--- src/rtl/icache_dm.sv ---
// Direct-mapped instruction cache between fetch and a word-per-beat refill port.
// Latency: hit response 1 cycle after accept; miss response WORDS beats + 2 cycles after accept.
// Backpressure: cpu_ready low outside IDLE and while a flush is taken; mem_req/mem_addr held until mem_ready.
module icache_dm #(
    parameter int ADDR_W = 32,
    parameter int DATA_W = 32,
    parameter int LINES  = 16,
    parameter int WORDS  = 4,
    parameter int CNT_W  = 16
) (
    input  logic              clk,
    input  logic              rst,
    input  logic              cpu_valid,
    input  logic [ADDR_W-1:0] cpu_addr,
    output logic              cpu_ready,
    output logic              resp_valid,
    output logic [DATA_W-1:0] resp_data,
    output logic              mem_req,
    output logic [ADDR_W-1:0] mem_addr,
    input  logic              mem_ready,
    input  logic [DATA_W-1:0] mem_rdata,
    input  logic              flush,
    output logic [CNT_W-1:0]  hit_count,
    output logic [CNT_W-1:0]  miss_count
);
    localparam int WB    = $clog2(WORDS);
    localparam int IB    = $clog2(LINES);
    localparam int OFF   = WB + 2;
    localparam int TAG_W = ADDR_W - OFF - IB;

    typedef enum logic [1:0] {S_IDLE, S_REFILL, S_RESPOND} state_t;

    state_t                       state_q, state_d;
    logic [LINES-1:0]             valid_q, valid_d;
    logic [LINES-1:0][TAG_W-1:0]  tag_q, tag_d;
    logic [DATA_W-1:0]            data_q [LINES][WORDS];
    logic [TAG_W-1:0]             req_tag_q, req_tag_d;
    logic [IB-1:0]                req_idx_q, req_idx_d;
    logic [WB-1:0]                req_word_q, req_word_d;
    logic [WB-1:0]                beat_q, beat_d;
    logic                         flush_pend_q, flush_pend_d;
    logic                         resp_valid_q, resp_valid_d;
    logic [DATA_W-1:0]            resp_data_q, resp_data_d;
    logic                         mem_req_q, mem_req_d;
    logic [ADDR_W-1:0]            mem_addr_q, mem_addr_d;
    logic [CNT_W-1:0]             hit_cnt_q, hit_cnt_d;
    logic [CNT_W-1:0]             miss_cnt_q, miss_cnt_d;

    logic                         dat_we;
    logic [WB-1:0]                a_word;
    logic [IB-1:0]                a_idx;
    logic [TAG_W-1:0]             a_tag;
    logic                         accept;
    logic                         hit;
    logic [1:0]                   unused_addr;

    assign a_word      = cpu_addr[OFF-1:2];
    assign a_idx       = cpu_addr[OFF+IB-1:OFF];
    assign a_tag       = cpu_addr[ADDR_W-1:OFF+IB];
    assign unused_addr = cpu_addr[1:0];

    // A flush (new or deferred) in IDLE takes the cycle, so no request is accepted alongside it.
    assign cpu_ready = !rst && (state_q == S_IDLE) && !flush && !flush_pend_q;
    assign accept    = cpu_valid && cpu_ready;
    assign hit       = valid_q[a_idx] && (tag_q[a_idx] == a_tag);

    assign resp_valid = resp_valid_q;
    assign resp_data  = resp_data_q;
    assign mem_req    = mem_req_q;
    assign mem_addr   = mem_addr_q;
    assign hit_count  = hit_cnt_q;
    assign miss_count = miss_cnt_q;

    // Next-state logic for lookup, refill sequencing, flush and counters.
    always_comb begin
        state_d      = state_q;
        valid_d      = valid_q;
        tag_d        = tag_q;
        req_tag_d    = req_tag_q;
        req_idx_d    = req_idx_q;
        req_word_d   = req_word_q;
        beat_d       = beat_q;
        flush_pend_d = flush_pend_q;
        resp_valid_d = 1'b0;
        resp_data_d  = resp_data_q;
        mem_req_d    = mem_req_q;
        mem_addr_d   = mem_addr_q;
        hit_cnt_d    = hit_cnt_q;
        miss_cnt_d   = miss_cnt_q;
        dat_we       = 1'b0;
        case (state_q)
            S_IDLE: begin
                if (flush || flush_pend_q) begin
                    valid_d      = '0;
                    flush_pend_d = 1'b0;
                end else if (accept) begin
                    if (hit) begin
                        resp_valid_d = 1'b1;
                        resp_data_d  = data_q[a_idx][a_word];
                        if (hit_cnt_q != '1) hit_cnt_d = hit_cnt_q + CNT_W'(1);
                    end else begin
                        req_tag_d  = a_tag;
                        req_idx_d  = a_idx;
                        req_word_d = a_word;
                        beat_d     = '0;
                        mem_req_d  = 1'b1;
                        mem_addr_d = {a_tag, a_idx, {WB{1'b0}}, 2'b00};
                        if (miss_cnt_q != '1) miss_cnt_d = miss_cnt_q + CNT_W'(1);
                        state_d    = S_REFILL;
                    end
                end
            end
            S_REFILL: begin
                if (flush) flush_pend_d = 1'b1;
                if (mem_ready) begin
                    dat_we = 1'b1;
                    beat_d = beat_q + WB'(1);
                    if (beat_q == WB'(WORDS - 1)) begin
                        valid_d[req_idx_q] = 1'b1;
                        tag_d[req_idx_q]   = req_tag_q;
                        mem_req_d          = 1'b0;
                        state_d            = S_RESPOND;
                    end else begin
                        mem_addr_d = {req_tag_q, req_idx_q, beat_q + WB'(1), 2'b00};
                    end
                end
            end
            S_RESPOND: begin
                if (flush) flush_pend_d = 1'b1;
                resp_valid_d = 1'b1;
                resp_data_d  = data_q[req_idx_q][req_word_q];
                state_d      = S_IDLE;
            end
            default: state_d = S_IDLE;
        endcase
    end

    // Control state, tags and counters; reset abandons any refill in flight.
    always_ff @(posedge clk or posedge rst) begin
        if (rst) begin
            state_q      <= S_IDLE;
            valid_q      <= '0;
            tag_q        <= '0;
            req_tag_q    <= '0;
            req_idx_q    <= '0;
            req_word_q   <= '0;
            beat_q       <= '0;
            flush_pend_q <= 1'b0;
            resp_valid_q <= 1'b0;
            resp_data_q  <= '0;
            mem_req_q    <= 1'b0;
            mem_addr_q   <= '0;
            hit_cnt_q    <= '0;
            miss_cnt_q   <= '0;
        end else begin
            state_q      <= state_d;
            valid_q      <= valid_d;
            tag_q        <= tag_d;
            req_tag_q    <= req_tag_d;
            req_idx_q    <= req_idx_d;
            req_word_q   <= req_word_d;
            beat_q       <= beat_d;
            flush_pend_q <= flush_pend_d;
            resp_valid_q <= resp_valid_d;
            resp_data_q  <= resp_data_d;
            mem_req_q    <= mem_req_d;
            mem_addr_q   <= mem_addr_d;
            hit_cnt_q    <= hit_cnt_d;
            miss_cnt_q   <= miss_cnt_d;
        end
    end

    // Data array is qualified by the valid bits, so it is never reset.
    always_ff @(posedge clk) begin
        if (dat_we) data_q[req_idx_q][beat_q] <= mem_rdata;
    end

endmodule

--- config.mk ---
export PLATFORM = sky130hd
export DESIGN_NAME = icache_dm
export DESIGN_NICKNAME = d
export VERILOG_FILES = /design/src/rtl/icache_dm.sv
export SDC_FILE = /design/constraint.sdc
export NUM_CORES = 2
export LEC_CHECK = 0
export BUFFER_PORTS_ARGS = -buffer_cell sky130_fd_sc_hd__buf_2
export CORE_MARGIN = 8
export CORE_UTILIZATION = 58
export DETAILED_ROUTE_END_ITERATION = 12
export HOLD_SLACK_MARGIN = 0.1
export PLACE_DENSITY = 0.74
export SYNTH_ARGS = -nofsm -noshare
export SYNTH_HDL_FRONTEND = slang
export SYNTH_SLANG_ARGS = --single-unit
--- constraint.sdc ---
create_clock -name clk -period 30.2 [get_ports clk]
set_input_delay 6.04 -clock clk [delete_from_list [all_inputs] [get_ports clk]]
set_output_delay 6.04 -clock clk [all_outputs]
set_load 0.03 [all_outputs]
==> reports/results.tsv <==
metric	value	unit
count leader, synth	edfxtp_1	
Placed Area	0.122	mm^2
Avg Inst Size Synth	19.4	um^2
EDFF count, synth	2048	
vias in the first global route	68113	
number of library cell types mapped by synthesis	61	
Max Freq	76.7	MHz
Core Region	0.204	mm^2
Synth Flop Type	edfxtp_1	
fraction of registers with async set/reset	20.6	%
CTS hold repair buffers	0	
pin count of the biggest net entering global routing	174	
# resized after CTS	0	
Root Driver	clkbuf_16	
Synth Area in Compound Gates	0.569	%
layout net count	6326	
DIE AREA	0.219	mm^2
Area growth, synth to finish	10.4	%
initial drt markers	10388	
DRT Pass-1 Iters	5	
Req. time, crit path	24.16	ns
final hold vios	0	
mux cell area share after synthesis	30.0	%
Slew Limit Fails	0	
layout cell share with drive strength beyond 1	37.9	%
design area	0.131	mm^2
Synth Area in Simple Gates	3.89	%
clock buffer depth	4	
Setup Skew	0.0628	ns
post-CTS setup buffer count	0	
CP max FO	3	
top cells by count, synth	edfxtp_1, mux4_2, nand2_1	
sequential area share after synthesis	63.0	%
Synth Area in XOR/XNOR	0.384	%
Worst Tran Pin Value	1.27	ns
Post-DP HPWL	181000	um
die height	468	um
final wirelength	342000	um
Area contributors post-synth	edfxtp_1, mux4_2, dfrtp_1	
GRT overflow	0	
# clock sinks	2579	
combinational family with the most area after synthesis	multiplexers	
Ys Warns	0	
Yosys top cell by area	edfxtp_1	
setup TNS	0	ns
Placer Congestion	0.800	
worst skew pair latency	0.95	ns
Critical Path AT	7.00	ns
maximum VDD drop	0.0000902	V
Fin Hold WS	0.471	ns
first-pass GRT wire length	489000	um
fillers	13384	
final critical-path required period	13.04	ns
Die Wd	468	um
max-cap violations	0	
post-route ant nets	0	
Starting Density	58.2	%
Leak	45.2	nW
CTS clk-pin slew, worst paths	0.06	ns
worst rel slew slack	15.1	%
Std-Cell Rows	166	
drt drc	0	
CP Class	input pin to primary output	
CTS tree	yes	
average wire per cell in the routed design	37.4	um
status	complete, no violations	
Setup-failing EPs final	0	
adder-cell share of the synthesized area	0.0949	%
crit start category	input pin	
Via density	7.28	
Final Cycle Share	43.2	%
overall global routing resource usage	31.3	%
post-synthesis cell count	6132	
unrepaired setup endpoints after global routing	no	
H-Tree Depth	5	
min-delay worst type	register to register	
#FFs+latches synth	2579	
CTS Buf Count	282	
# port buffers	163	
crit end category	primary output	
post-synthesis cell area	0.119	mm^2
number of I/O pins	168	
post-synth top area share	51.8	%
Vias	66511	
initial antenna violation count	18	
PwrDens	75.9	mW/mm^2
==> flip-flops by register name, indices dropped and copies added (netlist names) <==
| signal | flops |
|---|---|
| data_q | 2048 |
| tag_q | 384 |
| resp_data | 32 |
| mem_addr | 30 |
| req_tag_q | 24 |
| hit_count | 16 |
| miss_count | 16 |
| valid_q | 16 |
| req_idx_q | 4 |
| beat_q | 2 |
| req_word_q | 2 |
| state_q | 2 |
| flush_pend_q | 1 |
| mem_req | 1 |
| resp_valid | 1 |
==> cell type report <==
type                    count  area [um^2]  area share, %
well taps                2688         3360           2.57
diodes                      9         22.5         0.0172
repair buffers            314         2060           1.57
multi-input cells        3044        41900           32.0
clock inverters           108         1010          0.775
clock buffers             364         7650           5.84
inverters                  27          144          0.110
flip-flops and latches   2579        74800           57.1
==> logic make-up after synthesis <==
group           after synthesis
compound gates               98
buf+inv                     510
flops                      2579
xor+xnor                     52
simple gates               1157
fa+ha+maj                     9
other cells                   1
mux                        1726
==> final timing paths <==
kind	from	to	slack, ns	depth (start not counted)
setup / recovery	flush	cpu_ready	17.16	5
max in group asynchronous	rst	req_word_q[1]	22.48	4
hold / removal	tag_q[241]	tag_q[241]	0.47	2
setup reg to reg	req_idx_q[0]	resp_data[16]	23.60	10
min in group asynchronous	rst	mem_addr[6]	5.22	2
hold reg to reg	tag_q[241]	tag_q[241]	0.47	2
==> metal layers <==
| layer | up-vias | part of all wire (%) | track usage, % | wire [um] |
|---|---|---|---|---|
| met2 | 4813 | 47 | 48.0 | 162000 |
| li1 | 25465 | - | - | - |
| met3 | 891 | 13 | 8.58 | 43800 |
| met1 | 35336 | 35 | 43.1 | 121000 |
| met5 | - | 0.011 | 0 | 39 |
| met4 | 6 | 4.5 | 13.0 | 15400 |
==> critical path, cell delays in order <==
cell     delay (ns)
buf_2          0.15
nor2_1         0.14
nand2_1        0.22
nor2_1         0.21
buf_2          0.23
==> report_power, final <==
part           internal (mW)  total (mW)  switching (mW)  leakage [nW]
clock network           1.95        3.32            1.37          4.25
logic                   1.23        2.45            1.22          15.4
registers               3.94        4.17           0.232          25.5
==> through the flow <==
step | power, mW | std cells | util, % | setup WS (ns)
2_1_floorplan | 5.98 | 6133 | - | 9.32
3_3_place_gp | 6.65 | 8652 | 60.0 | 17.19
3_5_place_dp | 6.69 | 8652 | 60.0 | 17.20
4_1_cts | 9.98 | 9124 | 64.2 | 17.19
5_1_grt | 10.2 | 9131 | 64.2 | 17.10
6_report | 9.94 | 9133 | 64.2 | 17.16
==> placed cells by master, fill, tap and decap left out, types with 27 or more instances in the layout <==
cell,count
edfxtp_1,2048
nand2_1,949
dfrtp_1,525
xor2_1,32
nand3_1,27
mux4_2,1437
nor2_4,53
clkbuf_1,60
buf_4,147
buf_2,158
mux2i_1,49
a21oi_1,27
mux2_2,220
clkinv_1,43
clkbuf_16,288
clkinv_2,38
nor2_1,41
Power figures use the tool's default switching activity.
